**src/rtl/lsu_mem_master.sv**
```systemverilog
// Load/store initiator for the 64-bit combinational-read data memory.
// Define LSU_MISALIGN_EN to split line-crossing accesses into two beats; otherwise misaligned requests are rejected.
module lsu_mem_master #(
  parameter int ADDR_W = 64
) (
  input  logic              clk,
  input  logic              rst,
  input  logic              req_valid,
  output logic              req_ready,
  input  logic [ADDR_W-1:0] req_addr,
  input  logic              req_we,
  input  logic [1:0]        req_size,
  input  logic              req_unsigned,
  input  logic [63:0]       req_wdata,
  output logic              resp_valid,
  input  logic              resp_ready,
  output logic [63:0]       resp_rdata,
  output logic              resp_misalign,
  output logic              mem_ce,
  output logic              mem_we,
  output logic [ADDR_W-1:0] mem_addr,
  output logic [63:0]       mem_wdata,
  output logic [7:0]        mem_wmask,
  input  logic [63:0]       mem_rdata
);

  typedef enum logic [1:0] {IDLE, BEAT0, BEAT1, RESP} state_t;

  state_t            state, state_nxt;
  logic [ADDR_W-1:0] addr_q;
  logic              we_q;
  logic [1:0]        size_q;
  logic              uns_q;
  logic [63:0]       wdata_q;
  logic              mis_q;
  logic [63:0]       asm_q;

  logic [2:0]        off_q;
  logic [3:0]        n_q;
  logic [7:0]        wmask0;
  logic [ADDR_W-1:0] base_addr;
  logic              req_mis;

  assign off_q     = addr_q[2:0];
  assign n_q       = 4'd1 << size_q;
  assign wmask0    = (8'hFF >> (4'd8 - n_q)) << off_q;
  assign base_addr = {addr_q[ADDR_W-1:3], 3'b000};

`ifdef LSU_MISALIGN_EN
  logic [3:0] span;
  logic       cross_q;
  logic [2:0] n2;
  logic [5:0] sh1;
  logic [7:0] wmask1;

  assign span    = {1'b0, off_q} + n_q;
  assign cross_q = span > 4'd8;
  assign n2      = span[2:0];
  // 8*(8-off) as a bit shift; only used when off != 0
  assign sh1     = {3'(3'd0 - off_q), 3'b000};
  assign wmask1  = (8'd1 << n2) - 8'd1;
  assign req_mis = 1'b0;
`else
  always_comb begin
    case (req_size)
      2'd0:    req_mis = 1'b0;
      2'd1:    req_mis = req_addr[0];
      2'd2:    req_mis = |req_addr[1:0];
      default: req_mis = |req_addr[2:0];
    endcase
  end
`endif

  function automatic logic [63:0] lane_bits(input logic [7:0] m);
    logic [63:0] r;
    for (int i = 0; i < 8; i++) r[8*i +: 8] = {8{m[i]}};
    return r;
  endfunction

  function automatic logic [63:0] extend(input logic [63:0] v, input logic [1:0] sz,
                                         input logic uns);
    logic [63:0] r;
    case (sz)
      2'd0:    r = {{56{v[7]  & ~uns}}, v[7:0]};
      2'd1:    r = {{48{v[15] & ~uns}}, v[15:0]};
      2'd2:    r = {{32{v[31] & ~uns}}, v[31:0]};
      default: r = v;
    endcase
    return r;
  endfunction

  always_ff @(posedge clk) begin
    if (rst) state <= IDLE;
    else     state <= state_nxt;
  end

  always_comb begin
    state_nxt = state;
    case (state)
      IDLE:  if (req_valid) state_nxt = req_mis ? RESP : BEAT0;
`ifdef LSU_MISALIGN_EN
      BEAT0: state_nxt = cross_q ? BEAT1 : RESP;
`else
      BEAT0: state_nxt = RESP;
`endif
      BEAT1: state_nxt = RESP;
      RESP:  if (resp_ready) state_nxt = IDLE;
      default: state_nxt = IDLE;
    endcase
  end

  // Request fields and load assembly register; data only, no reset needed
  always_ff @(posedge clk) begin
    if (state == IDLE && req_valid) begin
      addr_q  <= req_addr;
      we_q    <= req_we;
      size_q  <= req_size;
      uns_q   <= req_unsigned;
      wdata_q <= req_wdata;
      mis_q   <= req_mis;
      asm_q   <= '0;
    end else if (state == BEAT0 && !we_q) begin
      asm_q <= mem_rdata >> {off_q, 3'b000};
`ifdef LSU_MISALIGN_EN
    end else if (state == BEAT1 && !we_q) begin
      asm_q <= asm_q | ((mem_rdata & lane_bits(wmask1)) << sh1);
`endif
    end
  end

  always_comb begin
    req_ready     = (state == IDLE);
    resp_valid    = 1'b0;
    resp_rdata    = '0;
    resp_misalign = 1'b0;
    mem_ce        = 1'b0;
    mem_we        = 1'b0;
    mem_addr      = '0;
    mem_wdata     = '0;
    mem_wmask     = '0;
    case (state)
      BEAT0: begin
        mem_ce    = 1'b1;
        mem_we    = we_q;
        mem_addr  = base_addr;
        mem_wmask = wmask0;
        mem_wdata = wdata_q << {off_q, 3'b000};
      end
`ifdef LSU_MISALIGN_EN
      BEAT1: begin
        mem_ce    = 1'b1;
        mem_we    = we_q;
        mem_addr  = base_addr + ADDR_W'(8);
        mem_wmask = wmask1;
        mem_wdata = wdata_q >> sh1;
      end
`endif
      RESP: begin
        resp_valid = 1'b1;
        resp_rdata = (we_q || mis_q) ? 64'd0 : extend(asm_q, size_q, uns_q);
`ifndef LSU_MISALIGN_EN
        resp_misalign = mis_q;
`endif
      end
      default: ;
    endcase
  end

endmodule

```
**config.mk**
```make
export PLATFORM = sky130hd
export DESIGN_NAME = lsu_mem_master
export DESIGN_NICKNAME = d
export VERILOG_FILES = /design/src/rtl/lsu_mem_master.sv
export SDC_FILE = /design/constraint.sdc
export NUM_CORES = 1
export LEC_CHECK = 0
export CAP_MARGIN = 20
export CORE_ASPECT_RATIO = 0.5
export CORE_MARGIN = 10
export CORE_UTILIZATION = 45
export DETAILED_ROUTE_END_ITERATION = 8
export MAX_ROUTING_LAYER = met4
export PLACE_DENSITY = 0.9
export SLEW_MARGIN = 20
export SYNTH_ARGS = -nofsm -noshare
export SYNTH_HDL_FRONTEND = slang
export SYNTH_SLANG_ARGS = --single-unit
```
**constraint.sdc**
```tcl
create_clock -name clk -period 7.65 [get_ports clk]
set_clock_uncertainty 0.15 [all_clocks]
set_input_delay 0.765 -clock clk [delete_from_list [all_inputs] [get_ports clk]]
set_output_delay 0.765 -clock clk [all_outputs]
set_load 0.02 [all_outputs]
```
==> results.yml <==
worst_setup_path:
  end_kind: "output port"
  r2r_slack_ns: 4.58
  criticalPathCategory: "flip-flop to output port"
  cp_max_fo: 28
  cp.arrival_ns: 3.84
  crit_path_start_kind: "flip-flop"
  worstPathRequired_ns: 6.73
detailed_routing:
  routed-via-count: 9763
  remaining_drc_errors: 0
  drt_iter0_markers: 1089
  routed_wl_um: 41800
  drt_pre_antenna_iters: 5
  wl_per_cell_um: 25.1
  final_antenna_net_count: 0
  viasPerCell: 5.86
place:
  dp_slack_ns: 3.46
  gp_congestion: 1.01
  io_buffers: 401
  dp.cells: 1629
  hpwlAfterDp_um: 31400
sta:
  tightest_slew_ns: 1.13
  rsz0062_at_grt: "no"
  fmax_mhz: 210
  whs_ns: 0.340
  drv_slew: 0
  tns_ns: 0
  finalCriticalPeriod_ns: 4.76
  setup_ws_ns: 2.89
  post-route-period-util_pct: 62.2
  hold_viol_final: 0
  max_slew_margin_pct: 24.4
  setup_violations: 0
logic_synthesis:
  syn_area_per_cell_um2: 10.9
  synth-seq-area-share_pct: 49.1
  synth.distinct_cells: 43
  ys_top_cells_by_count: "mux2i_1 (136), edfxtp_1 (133), nor2_1 (116)"
  yosysMostFrequentCell: "mux2i_1"
  ys.flop_type: "edfxtp_1"
  synth_area_um2: 10800
  ys_warn_count: 0
  synth-edff-count: 133
  async_flop_share_pct: 0
  synthCells: 995
  synthTopCellsByArea: "edfxtp_1 (37%), mux2i_1 (13%), dfxtp_1 (12%)"
  yosys.area.top_type: "edfxtp_1"
  synth_seq_cells: 199
  yosysTopAreaCellShare_pct: 36.9
global_routing:
  grt_first_pass_wirelength_um: 60900
  grt_max_degree: 130
  grt-ovfl-total: 0
  grt_use_total_pct: 26.5
  grt_pass1_vias: 9986
  antenna_found_initial: 6
power:
  power_frac_clock_pct: 26.2
  p_sw_w: 0.00112
  power.total_w: 0.00337
  combPwrFrac_pct: 32.0
  p_int_w: 0.00225
  leakagePower_nw: 5.69
  p_per_area_nw_per_um2: 218
  irDropWorstVdd_mv: 0.139
  p_sw_share_pct: 33.2
  seqPwrFrac_pct: 41.8
floorplanning:
  start_util_pct: 46.6
  ios: 405
  row_count: 39
  die_h_um: 130
  coreArea_um2: 23200
  die-area_um2: 31000
  die_x_um: 239
run_status:
  status: "finished, final reports clean"
clock_tree:
  clk_pin_slew_ns: 0.08
  cts_tree: "done"
  ctsLongestPathBuffers: 2
  cts_buffers: 17
  post_cts_resized: 0
  numClockSinks: 199
  post_cts_buffers: 0
  holdBufCountCts: 0
  htreeDepth: 4
  clkLatencyLatePin_ns: 0.45
  clock_tree.root_cell: "clkbuf_16"
cells_and_area:
  post_route_cells_drive_above_1_share_pct: 7.09
  layout.nets: 1545
  fin_cells: 1667
  areaGrowthSynthToFinish_pct: 42.9
job:
  maxCapViolations: 0
hold_path:
  min_path_type: "flip-flop to flip-flop"
## cells by family after synthesis
kind of cell	count (synthesis)	share of synthesized area, %
compound gates	209	13.3
fa+ha+maj	4	0.463
buf+inv	96	4.41
flops	199	49.1
mux	178	18.6
other cells	1	0.0347
simple gates	308	14.0
## through the flow
| step | instance area [um^2] | utilization, % |
|---|---|---|
| floorplan | 10800 | - |
| global placement | 14900 | 64.1 |
| detailed placement | 14900 | 64.1 |
| CTS | 15400 | 66.5 |
| global route | 15500 | 66.6 |
| finish | 15500 | 66.6 |
## critical path, stage by stage (launching register included)
cell and delay, ns:
dfxtp_1 0.33, inv_1 0.10, ha_1 0.19, clkinv_1 0.69
nor4_2 1.14, nand2_1 0.16, o21ai_0 0.13, clkdlybuf4s50_1 0.64
## path summary, 6_finish.rpt
kind | from | to | depth (start not counted)
max | state[1]$_SDFFE_PP0P_ | mem_wdata[35] | 7
min reg2reg | asm_q[13]$_SDFFE_PP0P_ | asm_q[13]$_SDFFE_PP0P_ | 1
max reg2reg | addr_q[1]$_DFFE_PP_ | asm_q[26]$_SDFFE_PP0P_ | 5
min | asm_q[13]$_SDFFE_PP0P_ | asm_q[13]$_SDFFE_PP0P_ | 1
## metal layers
layer	GRT usage (%)	routed length (um)	up-vias
li1	-	-	4351
met1	28.7	15000	4722
met2	45.5	21600	549
met3	5.52	3210	141
met4	14.3	1990	0
met5	-	0	-
## sequential cells by signal, indices dropped and copies added, names as in the netlist
register and flops:
state 2, size_q 2, uns_q 1, we_q 1
mis_q 1, wdata_q 64, addr_q 64, asm_q 64
## cell usage in the layout (no fill, tap or decap), types with 11 or more instances in the layout
cell type,synthesis,layout
nor2b_1,15,14
a221oi_1,16,16
and2_1,73,72
dfxtp_1,66,66
o21a_1,39,39
o21ai_0,27,27
clkbuf_16,0,17
mux4_2,16,16
edfxtp_1,133,133
mux2i_1,136,136
nor2_1,116,115
nor3_1,26,26
a22oi_1,40,40
nand2_1,49,48
mux2_2,26,26
a21oi_1,40,40
buf_4,14,11
clkdlybuf4s50_1,0,401
## final cells by class
class | count | area (um^2)
fill | 1757 | 7770
sequential | 199 | 5320
multi-input combinational | 702 | 5040
timing repair buffer | 413 | 4120
clock buffer | 18 | 429
tap | 307 | 384
clock inverter | 14 | 125
inverter | 8 | 30.0
antenna | 6 | 15.0
## power by group through the flow
stage | Clock (W) | Sequential (W) | Combinational (W)
after floorplan | 0 | 0.00140 | 0.000631
after CTS | 0.000893 | 0.00140 | 0.00107
after detailed placement | 0 | 0.00143 | 0.00107
final | 0.000881 | 0.00141 | 0.00108
after global placement | 0 | 0.00142 | 0.00104
after global routing | 0.000931 | 0.00142 | 0.00114
(Power assumes the default switching activity.)
